**src/rtl/dcache_wb_pkg.sv**
```systemverilog
// Shared types and sizing for the data-cache write-back buffer.
package dcache_wb_pkg;

  typedef enum logic [1:0] {
    IDLE    = 2'd0,
    RD_WAIT = 2'd1,
    DRAIN   = 2'd2
  } wb_state_t;

  localparam int WB_DEPTH  = 4;
  localparam int WB_ADDR_W = 32;
  localparam int WB_DATA_W = 32;
  localparam int WB_PTR_W  = $clog2(WB_DEPTH);

  typedef struct packed {
    logic                 valid;
    logic [WB_ADDR_W-1:0] addr;
    logic [WB_DATA_W-1:0] data;
  } wb_entry_t;

endpackage

```
**src/rtl/dcache_wb_match.sv**
```systemverilog
// Combinational youngest-match search over the live window [head, head+count).
module dcache_wb_match
  import dcache_wb_pkg::*;
#(
  parameter  int DEPTH  = WB_DEPTH,
  parameter  int ADDR_W = WB_ADDR_W,
  localparam int PTR_W  = $clog2(DEPTH)
) (
  input  logic [DEPTH-1:0]             valid,
  input  logic [DEPTH-1:0][ADDR_W-1:0] addrs,
  input  logic [PTR_W-1:0]             head,
  input  logic [PTR_W:0]               count,
  input  logic [ADDR_W-1:0]            key,
  output logic                         hit,
  output logic [PTR_W-1:0]             idx
);

  logic [PTR_W-1:0] ptr;

  // Walking oldest to youngest lets the last match win.
  always_comb begin
    hit = 1'b0;
    idx = '0;
    ptr = '0;
    for (int i = 0; i < DEPTH; i++) begin
      ptr = head + PTR_W'(i);
      if (((PTR_W+1)'(i) < count) && valid[ptr] && (addrs[ptr] == key)) begin
        hit = 1'b1;
        idx = ptr;
      end
    end
  end

endmodule

```
**src/rtl/dcache_wb_buffer.sv**
```systemverilog
// Write-back buffer between the D-cache evict/fill port and memory.
// Optional DCACHE_WB_COALESCE_EN: pushes to a buffered, non-draining address overwrite in place.
module dcache_wb_buffer
  import dcache_wb_pkg::*;
#(
  parameter int DEPTH  = WB_DEPTH,
  parameter int ADDR_W = WB_ADDR_W,
  parameter int DATA_W = WB_DATA_W
) (
  input  logic              clock,
  input  logic              reset,
  input  logic              wb_valid,
  input  logic [ADDR_W-1:0] wb_addr,
  input  logic [DATA_W-1:0] wb_data,
  output logic              wb_ready,
  input  logic              rd_req,
  input  logic [ADDR_W-1:0] rd_addr,
  output logic              rd_valid,
  output logic [DATA_W-1:0] rd_data,
  output logic              rd_busy,
  output logic              mem_req,
  output logic              mem_we,
  output logic [ADDR_W-1:0] mem_addr,
  output logic [DATA_W-1:0] mem_wdata,
  input  logic              mem_ack,
  input  logic [DATA_W-1:0] mem_rdata,
  output logic              empty,
  output logic [1:0]        dbg_state
);

  localparam int PTR_W = $clog2(DEPTH);
  localparam logic [PTR_W:0] FULL = (PTR_W+1)'(DEPTH);

  // Handshakes: wb push fires on wb_valid && wb_ready; a fill is accepted on
  // rd_req && !rd_busy; mem_req holds its command until the mem_ack pulse.

  logic [DEPTH-1:0]             valid_q;
  logic [DEPTH-1:0][ADDR_W-1:0] addr_q;
  logic [DEPTH-1:0][DATA_W-1:0] data_q;
  logic [PTR_W-1:0]             head_q, tail_q;
  logic [PTR_W:0]               count_q;

  wb_state_t         state_q, state_d;
  logic              mem_req_d, mem_we_d, rd_valid_d, rd_busy_d;
  logic [ADDR_W-1:0] mem_addr_d, pend_addr_q, pend_addr_d;
  logic [DATA_W-1:0] mem_wdata_d, rd_data_d;

  logic             rd_accept, rd_hit, rd_miss, pop, alloc, coalesce;
  logic [PTR_W-1:0] rd_idx, co_idx;

  dcache_wb_match #(.DEPTH(DEPTH), .ADDR_W(ADDR_W)) u_rd_match (
    .valid(valid_q), .addrs(addr_q), .head(head_q), .count(count_q),
    .key(rd_addr), .hit(rd_hit), .idx(rd_idx)
  );

`ifdef DCACHE_WB_COALESCE_EN
  logic co_hit;

  dcache_wb_match #(.DEPTH(DEPTH), .ADDR_W(ADDR_W)) u_co_match (
    .valid(valid_q), .addrs(addr_q), .head(head_q), .count(count_q),
    .key(wb_addr), .hit(co_hit), .idx(co_idx)
  );

  // The head is off limits while it is, or is about to start, draining.
  assign coalesce = wb_valid && co_hit &&
                    !((co_idx == head_q) && ((state_q == DRAIN) || (state_d == DRAIN)));
`else
  assign co_idx   = '0;
  assign coalesce = 1'b0;
`endif

  assign rd_accept = rd_req && !rd_busy;
  assign rd_miss   = rd_accept && !rd_hit;
  assign pop       = (state_q == DRAIN) && mem_ack;
  assign wb_ready  = (count_q != FULL) || pop || coalesce;
  assign alloc     = wb_valid && wb_ready && !coalesce;
  assign empty     = (count_q == '0);
  assign dbg_state = state_q;

  always_comb begin
    state_d     = state_q;
    mem_req_d   = mem_req;
    mem_we_d    = mem_we;
    mem_addr_d  = mem_addr;
    mem_wdata_d = mem_wdata;
    rd_valid_d  = 1'b0;
    rd_data_d   = rd_data;
    rd_busy_d   = rd_busy;
    pend_addr_d = rd_accept ? rd_addr : pend_addr_q;
    if (rd_accept && rd_hit) begin
      rd_valid_d = 1'b1;
      rd_data_d  = data_q[rd_idx];
    end
    if (rd_miss) rd_busy_d = 1'b1;
    case (state_q)
      IDLE: begin
        // rd_busy high in IDLE means a miss was parked behind a drain.
        if (rd_miss || rd_busy) begin
          state_d    = RD_WAIT;
          mem_req_d  = 1'b1;
          mem_we_d   = 1'b0;
          mem_addr_d = rd_busy ? pend_addr_q : rd_addr;
        end else if (!empty) begin
          state_d     = DRAIN;
          mem_req_d   = 1'b1;
          mem_we_d    = 1'b1;
          mem_addr_d  = addr_q[head_q];
          mem_wdata_d = data_q[head_q];
        end
      end
      RD_WAIT: begin
        if (mem_ack) begin
          state_d    = IDLE;
          mem_req_d  = 1'b0;
          rd_valid_d = 1'b1;
          rd_data_d  = mem_rdata;
          rd_busy_d  = 1'b0;
        end
      end
      DRAIN: begin
        if (mem_ack) begin
          state_d   = IDLE;
          mem_req_d = 1'b0;
        end
      end
      default: state_d = IDLE;
    endcase
  end

  always_ff @(posedge clock) begin
    if (reset) state_q <= IDLE;
    else       state_q <= state_d;
  end

  always_ff @(posedge clock) begin
    if (reset) begin
      mem_req     <= 1'b0;
      mem_we      <= 1'b0;
      mem_addr    <= '0;
      mem_wdata   <= '0;
      rd_valid    <= 1'b0;
      rd_data     <= '0;
      rd_busy     <= 1'b0;
      pend_addr_q <= '0;
    end else begin
      mem_req     <= mem_req_d;
      mem_we      <= mem_we_d;
      mem_addr    <= mem_addr_d;
      mem_wdata   <= mem_wdata_d;
      rd_valid    <= rd_valid_d;
      rd_data     <= rd_data_d;
      rd_busy     <= rd_busy_d;
      pend_addr_q <= pend_addr_d;
    end
  end

  // Pop is applied before alloc so a full-buffer push+pop reusing one slot stays valid.
  always_ff @(posedge clock) begin
    if (reset) begin
      valid_q <= '0;
      head_q  <= '0;
      tail_q  <= '0;
      count_q <= '0;
    end else begin
      if (pop) begin
        valid_q[head_q] <= 1'b0;
        head_q          <= head_q + PTR_W'(1);
      end
      if (alloc) begin
        valid_q[tail_q] <= 1'b1;
        addr_q[tail_q]  <= wb_addr;
        data_q[tail_q]  <= wb_data;
        tail_q          <= tail_q + PTR_W'(1);
      end
      if (coalesce) data_q[co_idx] <= wb_data;
      case ({alloc, pop})
        2'b10:   count_q <= count_q + (PTR_W+1)'(1);
        2'b01:   count_q <= count_q - (PTR_W+1)'(1);
        default: count_q <= count_q;
      endcase
    end
  end

endmodule
```
**config.mk**
```make
export PLATFORM = sky130hd
export DESIGN_NAME = dcache_wb_buffer
export DESIGN_NICKNAME = d
export VERILOG_FILES = /design/src/rtl/dcache_wb_pkg.sv /design/src/rtl/dcache_wb_match.sv /design/src/rtl/dcache_wb_buffer.sv
export SDC_FILE = /design/constraint.sdc
export NUM_CORES = 1
export LEC_CHECK = 0
export ABC_CLOCK_PERIOD_IN_PS = 6000
export CAP_MARGIN = 40
export CORE_MARGIN = 1.5
export CORE_UTILIZATION = 30
export CTS_BUF_LIST = sky130_fd_sc_hd__clkbuf_8
export CTS_CLUSTER_SIZE = 8
export DETAILED_ROUTE_END_ITERATION = 12
export SLEW_MARGIN = 20
export SYNTH_ARGS = -nofsm -noshare
export SYNTH_HDL_FRONTEND = slang
export SYNTH_HIERARCHICAL = 1
export SYNTH_SLANG_ARGS = --single-unit
export TNS_END_PERCENT = 1
```
**constraint.sdc**
```tcl
create_clock -name clock -period 6 [get_ports clock]
set_clock_uncertainty 0.05 [all_clocks]
set_input_delay 0.6 -clock clock [delete_from_list [all_inputs] [get_ports clock]]
set_output_delay 0.6 -clock clock [all_outputs]
set_load 0.03 [all_outputs]
```
# Word level (Yosys, flattened, before mapping)
# Cells that the tools add are included.
# Widths: inputs -> output; s select.
[word_totals] register_bits=401 latchBits=0 ramBits=0 mem_bits_ro=0 input_bits=133 out_inout_bits=104 word_cells=147 mem_count=0
[classes] n_addsub=6 multipliers=0 n_div=0 n_lt_le_gt_ge=12 n_eq_ne=12 shift=0 mux=61 bitwise=6 reduce_logical=29
[op_table] op="$mux 32" count=13
[op_table] op="$bmux 32 s2" count=6
[op_table] op="$bwmux 128" count=2
[op_table] op="$eq 32x32->1" count=4
[op_table] op="$demux 32 s2" count=1
[op_table] op="$mux 1" count=20
[op_table] op="$lt 2x3->1 const B" count=6
[op_table] op="$logic_and 1x1->1" count=15
[op_table] op="$mux 2" count=7
[op_table] op="$mux 4" count=3
[op_table] op="$bmux 1 s2" count=4
[op_table] op="$lt 1x3->1 const A" count=2
[op_table] op="$lt 2x3->1 const A" count=2
[op_table] op="$ne 3x3->1 const B" count=2
[op_table] op="$pmux 3 s2" count=1
[op_table] op="$reduce_and 2->1" count=3
[op_table] op="$reduce_and 3->1" count=2
[op_table] op="$add 2x1->2 const B" count=2
[op_table] op="$add 2x2->2 const B" count=2
[op_table] op="$and 4x4->4" count=1
[op_table] op="$demux 1 s2" count=2
[op_table] op="$eq 2x1->1 const B" count=2
[op_table] op="$eq 2x2->1 const B" count=2
[op_table] op="$ge 2x1->1 const B" count=2
[op_table] op="14 further kinds" count=20

# Logic depth before layout (Yosys ltp)
# Gate-level depths: netlist of the first run.
[logic_depth] depth_word=13 depth_mapped=21

# By module
# Netlist of the first run, hierarchy kept.
[by_module_without_submodules] mod="dcache_wb_buffer" n_inst=1 cells_each=1265 area_each_um2=16492.1 seq_area_each_um2=10590.2
[by_module_without_submodules] mod="dcache_wb_match" n_inst=1 cells_each=563 area_each_um2=5390.2 seq_area_each_um2=0.0

# Worst setup path before layout of the first run
# Ideal clock, no wire load.
[synth_timing] kind="register to register" start="register state_q[1], in the netlist dbg_state[1]" end="register addr_q[0] in the netlist's numbering, enable pin" t_arrival_ns=6.058 slack_ns=-0.686 stages_incl_launch_ff=6 path_buffers=0 synth_period_minus_slack_ns=6.686 cell_sequence="dfxtp_1 -> ha_1 -> nand2_1 -> a31oi_2 -> inv_1 -> nor3b_1"
[synth_via] elab_chain_cells=5
[synth_rtl] item="from (decl)" line="dcache_wb_buffer.sv:43" rtl="wb_state_t state_q, state_d;"
[synth_rtl] item="from (signal assigned)" line="dcache_wb_buffer.sv:132" rtl="else state_q <= state_d;"
[synth_rtl] item="$eq 2x2->1" line="dcache_wb_buffer.sv:74" rtl="assign pop = (state_q == DRAIN) && mem_ack;"
[synth_rtl] item="$logic_and 1x1->1" line="dcache_wb_buffer.sv:74"
[synth_rtl] item="$logic_or 1x1->1" line="dcache_wb_buffer.sv:75" rtl="assign wb_ready = (count_q != FULL) || pop || coalesce;"
[synth_rtl] item="$logic_and 1x1->1" line="dcache_wb_buffer.sv:76" rtl="assign alloc = wb_valid && wb_ready && !coalesce;"
[synth_rtl] item="$reduce_and 2->1 (no line)"
[synth_rtl] item="to (signal, indexed assignment)" line="dcache_wb_buffer.sv:171" rtl="addr_q[tail_q] <= wb_addr;"
[synth_rtl] item="to (decl)" line="dcache_wb_buffer.sv:38" rtl="logic [DEPTH-1:0][ADDR_W-1:0] addr_q;"
# No other way between the ends.
# A chain may end at the register's enable or synchronous reset.

# Worst setup path in the final report of the first run
[layout_timing] start="register head_q[0]" end="register mem_addr[24]"
[layout_via] elab_chain_cells=13
[layout_rtl] item="from (decl)" line="dcache_wb_buffer.sv:40" rtl="logic [PTR_W-1:0] head_q, tail_q;"
[layout_rtl] item="from (signal assigned)" line="dcache_wb_buffer.sv:167" rtl="head_q <= head_q + PTR_W'(1);"
[layout_rtl] item="$add 2x1->2, or another cell as far along" line="dcache_wb_match.sv:26" rtl="ptr = head + PTR_W'(i);"
[layout_rtl] item="$bmux 32 s2, or another cell as far along" line="dcache_wb_match.sv:27" rtl="if (((PTR_W+1)'(i) < count) && valid[ptr] && (addrs[ptr] == key)) begin"
[layout_rtl] item="$mux 32 (not written as such), or another cell as far along" line="dcache_wb_match.sv:27"
[layout_rtl] item="$eq 32x32->1 or $logic_and 1x1->1 (tied branches)" line="dcache_wb_match.sv:27"
[layout_rtl] item="$logic_and 1x1->1 or $mux 1 (tied branches)" line="dcache_wb_match.sv:27"
[layout_rtl] item="$mux 1 (2 in series)" line="dcache_wb_match.sv:27"
[layout_rtl] item="$mux 1 *" line="dcache_wb_match.sv:27"
[layout_rtl] item="named net rd_hit" line="dcache_wb_buffer.sv:48" rtl="logic rd_accept, rd_hit, rd_miss, pop, alloc, coalesce;"
[layout_rtl] item="$logic_not 1->1 *" line="dcache_wb_buffer.sv:73" rtl="assign rd_miss = rd_accept && !rd_hit;"
[layout_rtl] item="$logic_and 1x1->1 *" line="dcache_wb_buffer.sv:73"
[layout_rtl] item="$logic_or 1x1->1 *" line="dcache_wb_buffer.sv:98" rtl="if (rd_miss || rd_busy) begin"
[layout_rtl] item="$ne 2x1->1 (no line)"
[layout_rtl] item="$reduce_and 2->1 (no line)"
[layout_rtl] item="to (signal assigned)" line="dcache_wb_buffer.sv:148" rtl="mem_addr <= mem_addr_d;"
[layout_rtl] item="to (decl)" line="dcache_wb_buffer.sv:23" rtl="output logic [ADDR_W-1:0] mem_addr,"
# Mark *: on every way through the listed nets, which the timed path passes. The rest lies on a longest branch. The select of a mux whose other input is x is not followed.

==> results.md, run 1 <==
Outcome:
- The flow ran to the end, and the final reports show no timing, DRC or antenna violations.

Placement:
- The count of buffers from port buffering is 236.
- At the placement stage, the worst setup path has a slack of 646 ps.
- Once detailed placement completed, the half-perimeter wirelength came to between 50 and 60 mm.
- Routability-driven placement finished with a final weighted congestion of 0.952.

STA:
- The count of final setup violators is 0.
- The fraction of the cycle the final worst path needs is between 80% and 90%.
- Derived from the worst setup path, the maximum achievable clock frequency is 0.186 GHz.
- The worst pin sits at a relative slew slack of between 40% and 50%.
- The number of hold-slack violations in the final timing report was 0.
- Subtracting the final worst setup slack from the clock period gives between 5000 and 6000 ps.
- The transition time at the pin with the least slew margin is 861 ps.
- Across all setup checks in the final design, the least slack found is 631 ps.
- The tightest hold margin is 339 ps.
- The max-slew violation total from the final report is 0.
- Setup repair after global routing left no endpoint under its margin.

GRT:
- The number of antenna violations at the first check in global routing is 14.
- Global routing used 33.0% of the available met2 tracks.
- The met1 track utilization from global routing is roughly a quarter.
- The first-pass GRT wire length is 111 mm.
- The via count of the first global-routing pass came to 16700.
- The pin count of the biggest net entering global routing is 66.
- The met3 track demand over resource is 4.73%.
- met2 is the most crowded layer.
- The total congestion overflow after global routing is 0.
- The global-route usage over all layers is roughly a fifth.

Clock network:
- The number of buffers inserted for hold repair after clock tree synthesis is 0.
- The clock root buffer is sky130_fd_sc_hd__clkbuf_8.
- The number of gates resized after CTS was 0.
- For the worst-skew pair, the clock arrives at the later sink with an insertion delay of 670 ps.
- The clock-pin slew of the registers on the worst-case setup and hold paths is roughly 60 ps.
- Counting every sink on the clock net gives between 400 and 500.
- The TritonCTS buffer count is 72.
- The TritonCTS clock tree is done.
- The H-tree was split into 3 levels.
- Post-CTS timing repair inserted 0 buffers for setup.
- The clock passes through at most 3 buffers.

Setup path:
- The worst-path maximum fanout is 43.
- Among all stages on the critical path, the largest delay is contributed by sky130_fd_sc_hd__dfxtp_4.
- The worst endpoint data arrival time is 5820 ps.
- The highest cell delay on the worst timing path is between 700 and 800 ps.
- Counting both buffers and inverters, the worst setup path holds a total of 3.
- The nature of the critical path endpoint is a register.
- The setup slack of the most critical reg-to-reg path is 630 ps.
- The worst path required time is 6450 ps.
- The startpoint of the most critical register-to-register path is head_q[0].
- The type of element launching the critical path is a register.
- The path depth of the worst reg2reg path is 14.
- The classification of the worst setup path is register to register.
- The cell that appears most often on the critical path is sky130_fd_sc_hd__buf_12.
- The critical path goes through buf_12 -> mux4_2 -> xnor2_1 -> nand4_1 -> a2111oi_2 -> or4b_1 -> nor2_1 -> nor4b_1 -> inv_1 -> nor2b_4 -> or3_1 -> buf_12 -> a211oi_1 -> o32ai_1.
- The cell class contributing the biggest share of worst-path delay is simple AND/OR/NAND/NOR gates.
- The worst reg2reg path endpoint is mem_addr[24].

Route:
- After detailed routing, the number of remaining DRC violations is 0.
- In this run the remaining antenna-violating nets after routing total 0.
- The average routed wire per standard cell is 24.9 microns.
- The number of detailed-route iterations in the first pass is 6.
- Summed over all layers, the routed wires come to roughly 76 mm.
- The detailed router's first-iteration violation count is 1575.
- The via count is 16700.
- The average vias per placed instance is ~5.5.

Synthesis:
- Sorting the synthesized cells by area gives the leading types as sky130_fd_sc_hd__edfxtp_1, sky130_fd_sc_hd__mux4_2, sky130_fd_sc_hd__dfxtp_1, sky130_fd_sc_hd__mux2i_1, sky130_fd_sc_hd__xnor2_1.
- Among all cell types in the netlist, the one instantiated most often is sky130_fd_sc_hd__edfxtp_1.
- The cell area that synthesis handed to floorplanning was approximately 22000 sq um.
- A synthesized cell averages 12.0 sq um.
- Synthesis produced a netlist whose cell count is between 1500 and 2000.
- The async set or reset register ratio after synthesis is 0%.
- The commonest cells after synthesis are sky130_fd_sc_hd__edfxtp_1, sky130_fd_sc_hd__nand2_1, sky130_fd_sc_hd__dfxtp_1.
- The sequential cell area fraction in the yosys report is 48.4%.
- In this run, synthesis inferred between 200 and 300 flip-flops with an integrated enable.
- The most used flip-flop cell after synthesis is sky130_fd_sc_hd__edfxtp_1.
- The number of synthesized register bits is 401.
- Counting every net in the synthesized netlist gives a little under 2000.
- The top cell type by area accounts for a little over a third of the synthesized area.
- The Yosys step of the flow raised 6 warnings.
- The biggest area consumer among synthesized cells is sky130_fd_sc_hd__edfxtp_1.
- The number of library cell types mapped by synthesis is 75.

Pwr:
- The power per unit of standard cell area is ~270 nW/um^2.
- Across the VDD grid, the largest voltage drop is 0.199 mV.
- The leakage component of the power is between 8 and 9 nW.

Die:
- The starting density of the core is about 30%.
- The horizontal die dimension is 273 microns.
- The number of top-level design ports is between 200 and 250.
- The die footprint is 74600 sq um.
- The height of the die is around 270 microns.
- The floorplan step defined a core boundary enclosing 71900 sq um.
- The row count is between 90 and 100.

Finish:
- Relative to the synthesized area, the layout overhead comes to 21.5%.
- The final layout contains 2185 nets.
- After filler insertion, the fill cell instance count of the layout stands at around 7000.
- The layout cell share with drive strength beyond 1 is 15.6%.

Min path:
- The worst hold path begins at reset.
- The number of instances on the worst hold path is 2.
- The worst min-delay path class is input port to register.
- For hold timing, the worst endpoint is tail_q[1].

Run:
- The number of violations of the max-capacitance limit is 0.
-- stage by stage --
stage / power, mW / utilization (%) / setup TNS, ps / instances / instance area [sq um]
6_report: 7.21 / 37.0 / 0 / 3050 / 26600
5_1_grt: 7.49 / 37.0 / 0 / 3050 / 26600
4_1_cts: 7.27 / 37.0 / 0 / 3046 / 26600
3_5_place_dp: 4.73 / 35.0 / 0 / 2915 / 25100
3_3_place_gp: 4.70 / 35.0 / 0 / 2914 / 25100
2_1_floorplan: 4.11 / - / -175570 / 1828 / 21900
-- worst max path at each step --
stage / startpoint / end / slack [ps] / depth (start not counted)
2_1_floorplan: dbg_state[1] / addr_q[0] / -690 / 5
6_report: head_q[0] / mem_addr[24] / 630 / 14
3_5_place_dp: head_q[0] / rd_data[13] / 650 / 13
4_1_cts: head_q[0] / mem_addr[24] / 620 / 14
5_1_grt: head_q[0] / mem_addr[24] / 410 / 14
3_3_place_gp: head_q[0] / rd_data[8] / 560 / 13
-- state kept, by name, summed over array words and instances, names as in the netlist, 3 cells and up --
| name | count |
|---|---|
| rd_data | 32 |
| valid_q | 4 |
| count_q | 3 |
| addr_q | 128 |
| mem_wdata | 32 |
| mem_addr | 32 |
| data_q | 128 |
| pend_addr_q | 32 |
-- cell type report --
class / instances / area [sq um] / share of cell area [%]
flip-flops and latches: 401 / 10600 / 39.9
multi-input cells: 1180 / 10100 / 37.9
repair buffers: 294 / 2930 / 11.0
well taps: 950 / 1190 / 4.47
clock buffers: 82 / 1130 / 4.24
inverters: 90 / 338 / 1.27
clock inverters: 49 / 305 / 1.15
diodes: 4 / 10.0 / 0.0376
-- cell usage in the layout (no fill, tap or decap), types with 36 or more instances in the layout --
cell,netlist,final
sky130_fd_sc_hd__xnor2_1,86,86
sky130_fd_sc_hd__dfxtp_1,145,142
sky130_fd_sc_hd__mux4_2,131,131
sky130_fd_sc_hd__nand2_1,195,194
sky130_fd_sc_hd__buf_4,10,48
sky130_fd_sc_hd__o21ai_0,39,39
sky130_fd_sc_hd__mux2i_1,131,131
sky130_fd_sc_hd__nor2b_1,38,36
sky130_fd_sc_hd__nand3_1,37,37
sky130_fd_sc_hd__edfxtp_1,256,256
sky130_fd_sc_hd__a22oi_1,36,36
sky130_fd_sc_hd__a21oi_1,118,118
sky130_fd_sc_hd__clkbuf_8,0,82
sky130_fd_sc_hd__inv_1,87,120
sky130_fd_sc_hd__nor2_1,69,68
sky130_fd_sc_hd__clkdlybuf4s50_1,0,235
-- routing by layer --
metal / vias to the layer above / share of wire, %
met5: - / 0.18
met4: 18 / 2.4
li1: 7359 / -
met1: 8553 / 42
met2: 606 / 48
met3: 134 / 6.9
-- logic make-up (layout without fill, tap and decap cells) --
kind of cell | after synthesis | after routing | synth area share (%)
DFF | 401 | 401 | 48.4
adders and majority gates | 13 | 13 | 0.778
AOI/OAI and AO/OA | 364 | 364 | 11.4
other | 0 | 4 | 0
muxes | 284 | 284 | 20.6
buffers and inverters | 247 | 515 | 5.68
xor gates and xnor gates | 111 | 111 | 4.44
and+or+nand+nor | 408 | 408 | 8.66
-- power by group --
group	total (mW)	switching (mW)	internal (mW)
clock network	2.53	1.21	1.32
registers	3.24	0.130	3.11
logic	1.44	0.854	0.583
-- worst reg2reg max path: stages, from the launching register on --
cell	delay (ps)
sky130_fd_sc_hd__dfxtp_4	720
sky130_fd_sc_hd__buf_12	370
sky130_fd_sc_hd__mux4_2	600
sky130_fd_sc_hd__xnor2_1	430
sky130_fd_sc_hd__nand4_1	320
sky130_fd_sc_hd__a2111oi_2	480
sky130_fd_sc_hd__or4b_1	510
sky130_fd_sc_hd__nor2_1	220
sky130_fd_sc_hd__nor4b_1	120
sky130_fd_sc_hd__inv_1	150
sky130_fd_sc_hd__nor2b_4	90
sky130_fd_sc_hd__or3_1	360
sky130_fd_sc_hd__buf_12	200
sky130_fd_sc_hd__a211oi_1	450
sky130_fd_sc_hd__o32ai_1	160
Note: power is estimated with default switching activity, not from simulation.
==> run 2, diff against run 1 <==
--- a/config.mk
+++ b/config.mk
@@ -7,11 +7,16 @@
 export LEC_CHECK = 0
 export ABC_CLOCK_PERIOD_IN_PS = 6000
 export CAP_MARGIN = 40
+export CELL_PAD_IN_SITES_DETAIL_PLACEMENT = 1
+export CELL_PAD_IN_SITES_GLOBAL_PLACEMENT = 1
 export CORE_MARGIN = 1.5
 export CORE_UTILIZATION = 30
 export CTS_BUF_LIST = sky130_fd_sc_hd__clkbuf_8
 export CTS_CLUSTER_SIZE = 8
 export DETAILED_ROUTE_END_ITERATION = 12
+export DONT_BUFFER_PORTS = 1
+export PLACE_DENSITY_LB_ADDON = 0.1
+export RECOVER_POWER = 25
 export SLEW_MARGIN = 20
 export SYNTH_ARGS = -nofsm -noshare
 export SYNTH_HDL_FRONTEND = slang
==> results.md, run 2 (synthesis gave the netlist of run 1 again) <==
STA:
- The fraction of the cycle the final worst path needs is 85.1% (-4.4 points).
- The upper clock frequency limit is 0.196 GHz (+5.2%).
- The number of hold-slack violations in the final timing report came to 0 (unchanged).
- The worst max-slew margin expressed relative to the limit is 46.1% (+3.5 points).
- The shortest clock period the worst path allows after layout was 5100 ps (-265 ps).
- Setup repair after global routing left no endpoint under its margin.
- The max-slew violation total from the final report is 0 (unchanged).
- The tightest hold margin is 63.6 ps (-275 ps).
- The transition time at the pin with the least slew margin was 802 ps (-59.0 ps).
- The count of final setup violators is 0 (unchanged).

Clock network:
- The clock root buffer is sky130_fd_sc_hd__clkbuf_8.
- The later-pin clock latency in the skew report is 720 ps (+50 ps).
- The post-cts resize count is 0 (unchanged).
- The post-CTS setup buffer count is 0 (unchanged).
- The buffer levels on the longest clock path was 3 (unchanged).
- The clock-pin slew of the registers on the worst-case setup and hold paths is 60 ps (about the same).
- The TritonCTS clock tree is done.
- The clock sink total is 401 (unchanged).
- The number of buffers inserted for hold repair after clock tree synthesis is 120 (+120).
- The deepest level of the CTS H-tree is 3 (unchanged).
- The TritonCTS buffer count is 79 (+9.7%).

Pwr:
- The net switching power is 2.27 mW (+3.6%).
- The power per unit of standard cell area is 283 nW/um^2 (+4.3%).
- The leakage component of the power is 8.16 nW (-3.5%).
- The peak ir drop on the vdd network was 0.165 mV (-17%).
- The internal cell power came to 4.96 mW (-1.1%).
- The relative contribution of the clock network to total power was 38.2% (+3.1 points).
- The sequential fraction of design power came to 47.9% (+2.9 points).
- The switching power as a share of total power was 31.4% (+0.99 points).
- The power share of the combinational group is 13.9% (-6.0 points).

Finish:
- The layout cell share with drive strength beyond 1 came to 17.0% (+1.4 points).
- In the layout the commonest cells are sky130_fd_sc_hd__edfxtp_1, sky130_fd_sc_hd__nand2_1, sky130_fd_sc_hd__dfxtp_1, sky130_fd_sc_hd__mux4_2, sky130_fd_sc_hd__mux2i_1.
- Leaving out fill and tap cells, the most frequent cell in the layout is sky130_fd_sc_hd__edfxtp_1.
- The number of non-filler instances in the completed layout is 2946 (-3.4%).
- Compared with the post-synthesis result, the final layout area differs by 16.9%.
- The net count of the finished layout came to 2073 (-5.1%).
- The number of filler instances in the final layout is 7785 (+11%).
- The largest registers in the layout are addr_q: 128 flops, data_q: 128 flops.

Setup path:
- The type of element launching the critical path is a register.
- The highest cell delay on the worst timing path is 780 ps (+60 ps).
- The worst-path maximum fanout is 41 (-4.7%).
- For this design, the slowest cell found on the critical path is sky130_fd_sc_hd__dfxtp_4.
- The combined buffer and inverter count along the critical path was 2 (-1).
- The path depth of the worst reg2reg path is 13 (-1).
- By startpoint and endpoint, the worst setup path is classified as register to register.
- The signal on the critical path passes through buf_4 -> mux2i_1 -> nor2_1 -> a2111oi_0 -> a2bb2oi_1 -> or4b_1 -> or2_1 -> and2_1 -> a211o_2 -> buf_12 -> mux4_2 -> nand2_1 -> a311oi_1.
- The worst endpoint data arrival time is 5670 ps (-150 ps).
- The worst path required time was 6560 ps (+110 ps).
- The nature of the critical path endpoint is a register.
- Grouping stages by cell kind, the critical path spends the most delay in compound AO/OA/AOI/OAI gates.
- The cell depth of the worst setup path is 13 (-1).

GRT:
- The first-pass GRT wire length is 119 mm (+7.1%).
- The via count of the first global-routing pass is 17100 (+2.7%).
- The pin count of the biggest net entering global routing is 116 (+76%).
- The total congestion overflow after global routing was 0 (unchanged).
- The global-route usage over all layers is 21.8% (+1.8 points).
- The number of antenna violations at the first check in global routing came to 4 (-10).

Placement:
- The count of buffers from port buffering is 0 (-100%).
- The number of cells in the design after placement is 2676 (-8.2%).
- The global placement routability congestion is 0.948 (-0.37%).
- The total half-perimeter wirelength after legalization and detailed placement was 56.4 mm (+5.1%).

Run:
- The number of violations of the max-capacitance limit is 0 (unchanged).

Die:
- The core area is 71900 sq um (unchanged).
- The row count is 98 (unchanged).
- The height of the die is 273 microns (unchanged).
- The die footprint is 74600 sq um (unchanged).
- The horizontal die dimension was 273 microns (unchanged).
- The number of top-level design ports was 237 (unchanged).
- The starting density of the core is 30.5% (unchanged).

Route:
- The remaining number of nets flagged by the antenna check after routing is 0 (unchanged).
- The total detailed-routing wirelength is 81.9 mm (+7.8%).
- The average vias per placed instance was 5.42 (-0.83%).
- The via count came to 16000 (-4.2%).
- The average routed wire per standard cell is 27.8 microns (+12%).
- The detailed router's first-iteration violation count came to 1041 (-34%).
- The number of detailed-route iterations in the first pass came to 7 (+1).
- The remaining routing DRC violations came to 0 (unchanged).

Min path:
- The number of instances on the worst hold path is 2 (unchanged).
- The worst min-delay path class is input port to register.

Outcome:
- The run finished with clean final reports.
[run 2: layout make-up]
cell class,count,area [sq um],area share [%]
antenna,2,5.00,0.0196
clock buffer,89,1220,4.79
clock inverter,59,349,1.37
inverter,90,338,1.32
multi-input combinational,1180,10100,39.5
sequential,401,10600,41.5
tap,950,1190,4.65
timing repair buffer,175,1770,6.91
[run 2: path summary, 6_finish.rpt]
check             slack, ps       startpoint               to
setup reg to reg        900        head_q[1]      rd_data[12]
hold reg to reg         410  pend_addr_q[30]  pend_addr_q[30]
setup / recovery        900        head_q[1]      rd_data[12]
hold / removal           60    mem_rdata[18]      rd_data[18]
[run 2: per-stage QoR]
stage               total power, mW  instance area [sq um]  setup TNS [ps]  utilization, %  worst slack, ps
CTS                            7.34                  25600               0            35.6              983
finish                         7.23                  25600               0            35.6              895
global route                   7.55                  25600               0            35.6              770
detailed placement             4.43                  22800               0            31.7              979
floorplan                      4.11                  21900         -175570               -             -686
global placement               4.41                  22700               0            31.7              988
[run 2: routing by layer]
metal	GRT usage, %	vias up	wire (microns)
li1	-	7144	-
met1	29.0	8257	36600
met2	35.4	425	38400
met3	5.25	136	4570
met4	6.21	6	2240
met5	0	-	44
[run 2: power groups by stage]
stage | sequential, mW | combinational [mW] | clock, mW
finish | 3.46 | 1.00 | 2.76
detailed placement | 3.53 | 0.900 | 0
global route | 3.48 | 1.09 | 2.97
floorplan | 3.44 | 0.675 | 0
CTS | 3.47 | 1.01 | 2.86
global placement | 3.53 | 0.878 | 0
==> run 3, diff against run 2 <==
--- a/config.mk
+++ b/config.mk
@@ -5,17 +5,13 @@
 export SDC_FILE = /design/constraint.sdc
 export NUM_CORES = 1
 export LEC_CHECK = 0
-export ABC_CLOCK_PERIOD_IN_PS = 6000
 export CAP_MARGIN = 40
-export CELL_PAD_IN_SITES_DETAIL_PLACEMENT = 1
-export CELL_PAD_IN_SITES_GLOBAL_PLACEMENT = 1
 export CORE_MARGIN = 1.5
 export CORE_UTILIZATION = 30
 export CTS_BUF_LIST = sky130_fd_sc_hd__clkbuf_8
 export CTS_CLUSTER_SIZE = 8
 export DETAILED_ROUTE_END_ITERATION = 12
 export DONT_BUFFER_PORTS = 1
-export PLACE_DENSITY_LB_ADDON = 0.1
 export RECOVER_POWER = 25
 export SLEW_MARGIN = 20
 export SYNTH_ARGS = -nofsm -noshare
==> results.md, run 3 (synthesis gave the netlist of run 1 again) <==
Outcome:
- The run finished with clean final reports.

STA:
- Setup repair after global routing left no endpoint under its margin.
- The final worst setup slack is 705 ps (-190 ps).
- The total negative slack for setup checks is 0 ps (unchanged).
- The shortest clock period the worst path allows after layout is 5290 ps (+190 ps).
- The max-slew violation total from the final report is 0 (unchanged).
- The number of hold-slack violations in the final timing report is 0 (unchanged).
- The worst max-slew margin expressed relative to the limit is 38.1% (-7.9 points).
- The count of final setup violators is 0 (unchanged).
- The fraction of the cycle the final worst path needs is 88.2% (+3.2 points).
- The transition time at the pin with the least slew margin is 905 ps (+102 ps).
- The upper clock frequency limit is 0.189 GHz (-3.6%).

Finish:
- The final design utilization is 35.2% (-0.38 points).
- The library cell used most frequently in the layout, excluding fill and tap cells, is sky130_fd_sc_hd__edfxtp_1.
- In the layout the commonest cells are sky130_fd_sc_hd__edfxtp_1, sky130_fd_sc_hd__nand2_1, sky130_fd_sc_hd__dfxtp_1, sky130_fd_sc_hd__mux4_2, sky130_fd_sc_hd__mux2i_1.
- The net count of the finished layout was 2047 (-1.3%).
- Relative to the synthesized area, the layout overhead comes to 15.6%.
- The largest registers in the layout are addr_q: 128 flops, data_q: 128 flops.
- The number of non-filler instances in the completed layout is 2913 (-1.1%).
- The layout cell share with drive strength beyond 1 is 16.9% (-0.071 points).

Die:
- The row count is 98 (unchanged).
- The die footprint is 74600 sq um (unchanged).
- The number of top-level design ports is 237 (unchanged).
- The starting density of the core came to 30.5% (unchanged).
- The core area is 71900 sq um (unchanged).
- The height of the die is 273 microns (unchanged).
- The horizontal die dimension is 273 microns (unchanged).

Route:
- The remaining routing DRC violations is 0 (unchanged).
- The average routed wire per standard cell is 26.1 microns (-6.1%).
- The number of detailed-route iterations in the first pass is 7 (unchanged).
- The via count was 16300 (+2.2%).
- The highest metal layer carrying signal wires in the routed design is met5.
- The routed wire length on met3 came to 6.65 mm (+46%).
- The total detailed-routing wirelength is 76.0 mm (-7.1%).
- The length of routed wiring on met1 is 31.3 mm (-14%).
- The met2 routed wirelength was 35.9 mm (-6.6%).
- The average vias per placed instance came to 5.60 (+3.4%).
- The detailed router's first-iteration violation count is 1293 (+24%).
- The remaining number of nets flagged by the antenna check after routing is 0 (unchanged).

Setup path:
- STA classifies the critical path startpoint as a register.
- The worst path required time was 6470 ps (-90 ps).
- The worst setup path is captured at a register.
- The path depth of the worst reg2reg path is 14 (+1).
- The worst-path maximum fanout is 33 (-20%).
- The critical path is of the register to register type.
- The worst endpoint data arrival time came to 5770 ps (+100 ps).

Clock network:
- The TritonCTS buffer count was 72 (-8.9%).
- The deepest level of the CTS H-tree was 3 (unchanged).
- The TritonCTS clock tree is done.
- The post-cts resize count was 0 (unchanged).
- The buffer levels on the longest clock path is 3 (unchanged).
- The post-CTS setup buffer count was 0 (unchanged).
- The clock sink total is 401 (unchanged).
- The clock root buffer is sky130_fd_sc_hd__clkbuf_8.
- The number of buffers inserted for hold repair after clock tree synthesis is 100 (-17%).
- The clock-pin slew of the registers on the worst-case setup and hold paths came to 60 ps (about the same).
- The later-pin clock latency in the skew report came to 680 ps (-40 ps).

Min path:
- The worst hold path belongs to the class input port to register.
- The number of instances on the worst hold path is 2 (unchanged).

Placement:
- The minimum setup slack after placement is 807 ps (-172 ps).
- The number of cells in the design after placement is 2675 (-0.037%).
- The global placement routability congestion is 1.01 (+6.6%).
- The total half-perimeter wirelength after legalization and detailed placement was 52.8 mm (-6.4%).
- The count of buffers from port buffering was 0 (unchanged).

Run:
- The number of violations of the max-capacitance limit is 0 (unchanged).

Pwr:
- The peak ir drop on the vdd network is 0.204 mV (+23%).
- The leakage component of the power was 8.02 nW (-1.7%).
- The power per unit of standard cell area was 277 nW/um^2 (-2.0%).
- The overall power is 7.01 mW (-3.1%).

GRT:
- The total congestion overflow after global routing is 0 (unchanged).
- The number of antenna violations at the first check in global routing was 4 (unchanged).
- The pin count of the biggest net entering global routing came to 116 (unchanged).
- The first-pass GRT wire length is 112 mm (-6.1%).
- The via count of the first global-routing pass is 16500 (-3.8%).
- The global-route usage over all layers came to 20.1% (-1.7 points).
==> run 3: metal layers <==
metal,vias up,global-route usage [%]
met5,-,0
met4,4,6.16
met3,147,5.58
met2,734,32.5
met1,8365,26.1
li1,7075,-
==> run 3: area by class of cell <==
type	count	area, sq um
diodes	2	5.00
clock buffers	80	1100
clock inverters	54	332
fillers	7114	46600
inverters	90	338
multi-input cells	1180	10100
flip-flops and latches	401	10600
well taps	950	1190
repair buffers	156	1640
==> run 3: per-stage QoR <==
step	instance area, sq um	hold slack [ps]
2_1_floorplan	21900	381
3_3_place_gp	22700	385
3_5_place_dp	22800	394
4_1_cts	25200	7.88
5_1_grt	25300	54.0
6_report	25300	66.6
==> run 3: worst paths after layout <==
path	start	endpoint	slack, ps
hold / removal	mem_rdata[13]	rd_data[13]	70
hold reg to reg	pend_addr_q[30]	pend_addr_q[30]	410
setup / recovery	head_q[0]	mem_addr[9]	710
setup reg to reg	head_q[0]	mem_addr[9]	710
==> run 3: worst max-delay path, cell delays in order, from the launching register on <==
cell and delay (ps):
sky130_fd_sc_hd__dfxtp_4 680, sky130_fd_sc_hd__buf_4 400, sky130_fd_sc_hd__mux4_2 560, sky130_fd_sc_hd__xor2_1 190, sky130_fd_sc_hd__nor4_1 730, sky130_fd_sc_hd__o2111ai_1 260
sky130_fd_sc_hd__a2111oi_0 350, sky130_fd_sc_hd__and4_1 320, sky130_fd_sc_hd__nor4b_1 90, sky130_fd_sc_hd__inv_1 150, sky130_fd_sc_hd__nor2b_4 90, sky130_fd_sc_hd__or3_1 300
sky130_fd_sc_hd__buf_4 300, sky130_fd_sc_hd__a211oi_1 490, sky130_fd_sc_hd__o32ai_1 150
==> run 3: power by group <==
part	switching (mW)	internal (mW)
Sequential	0.345	3.11
Clock	1.26	1.30
Combinational	0.587	0.402
Total	2.19	4.82
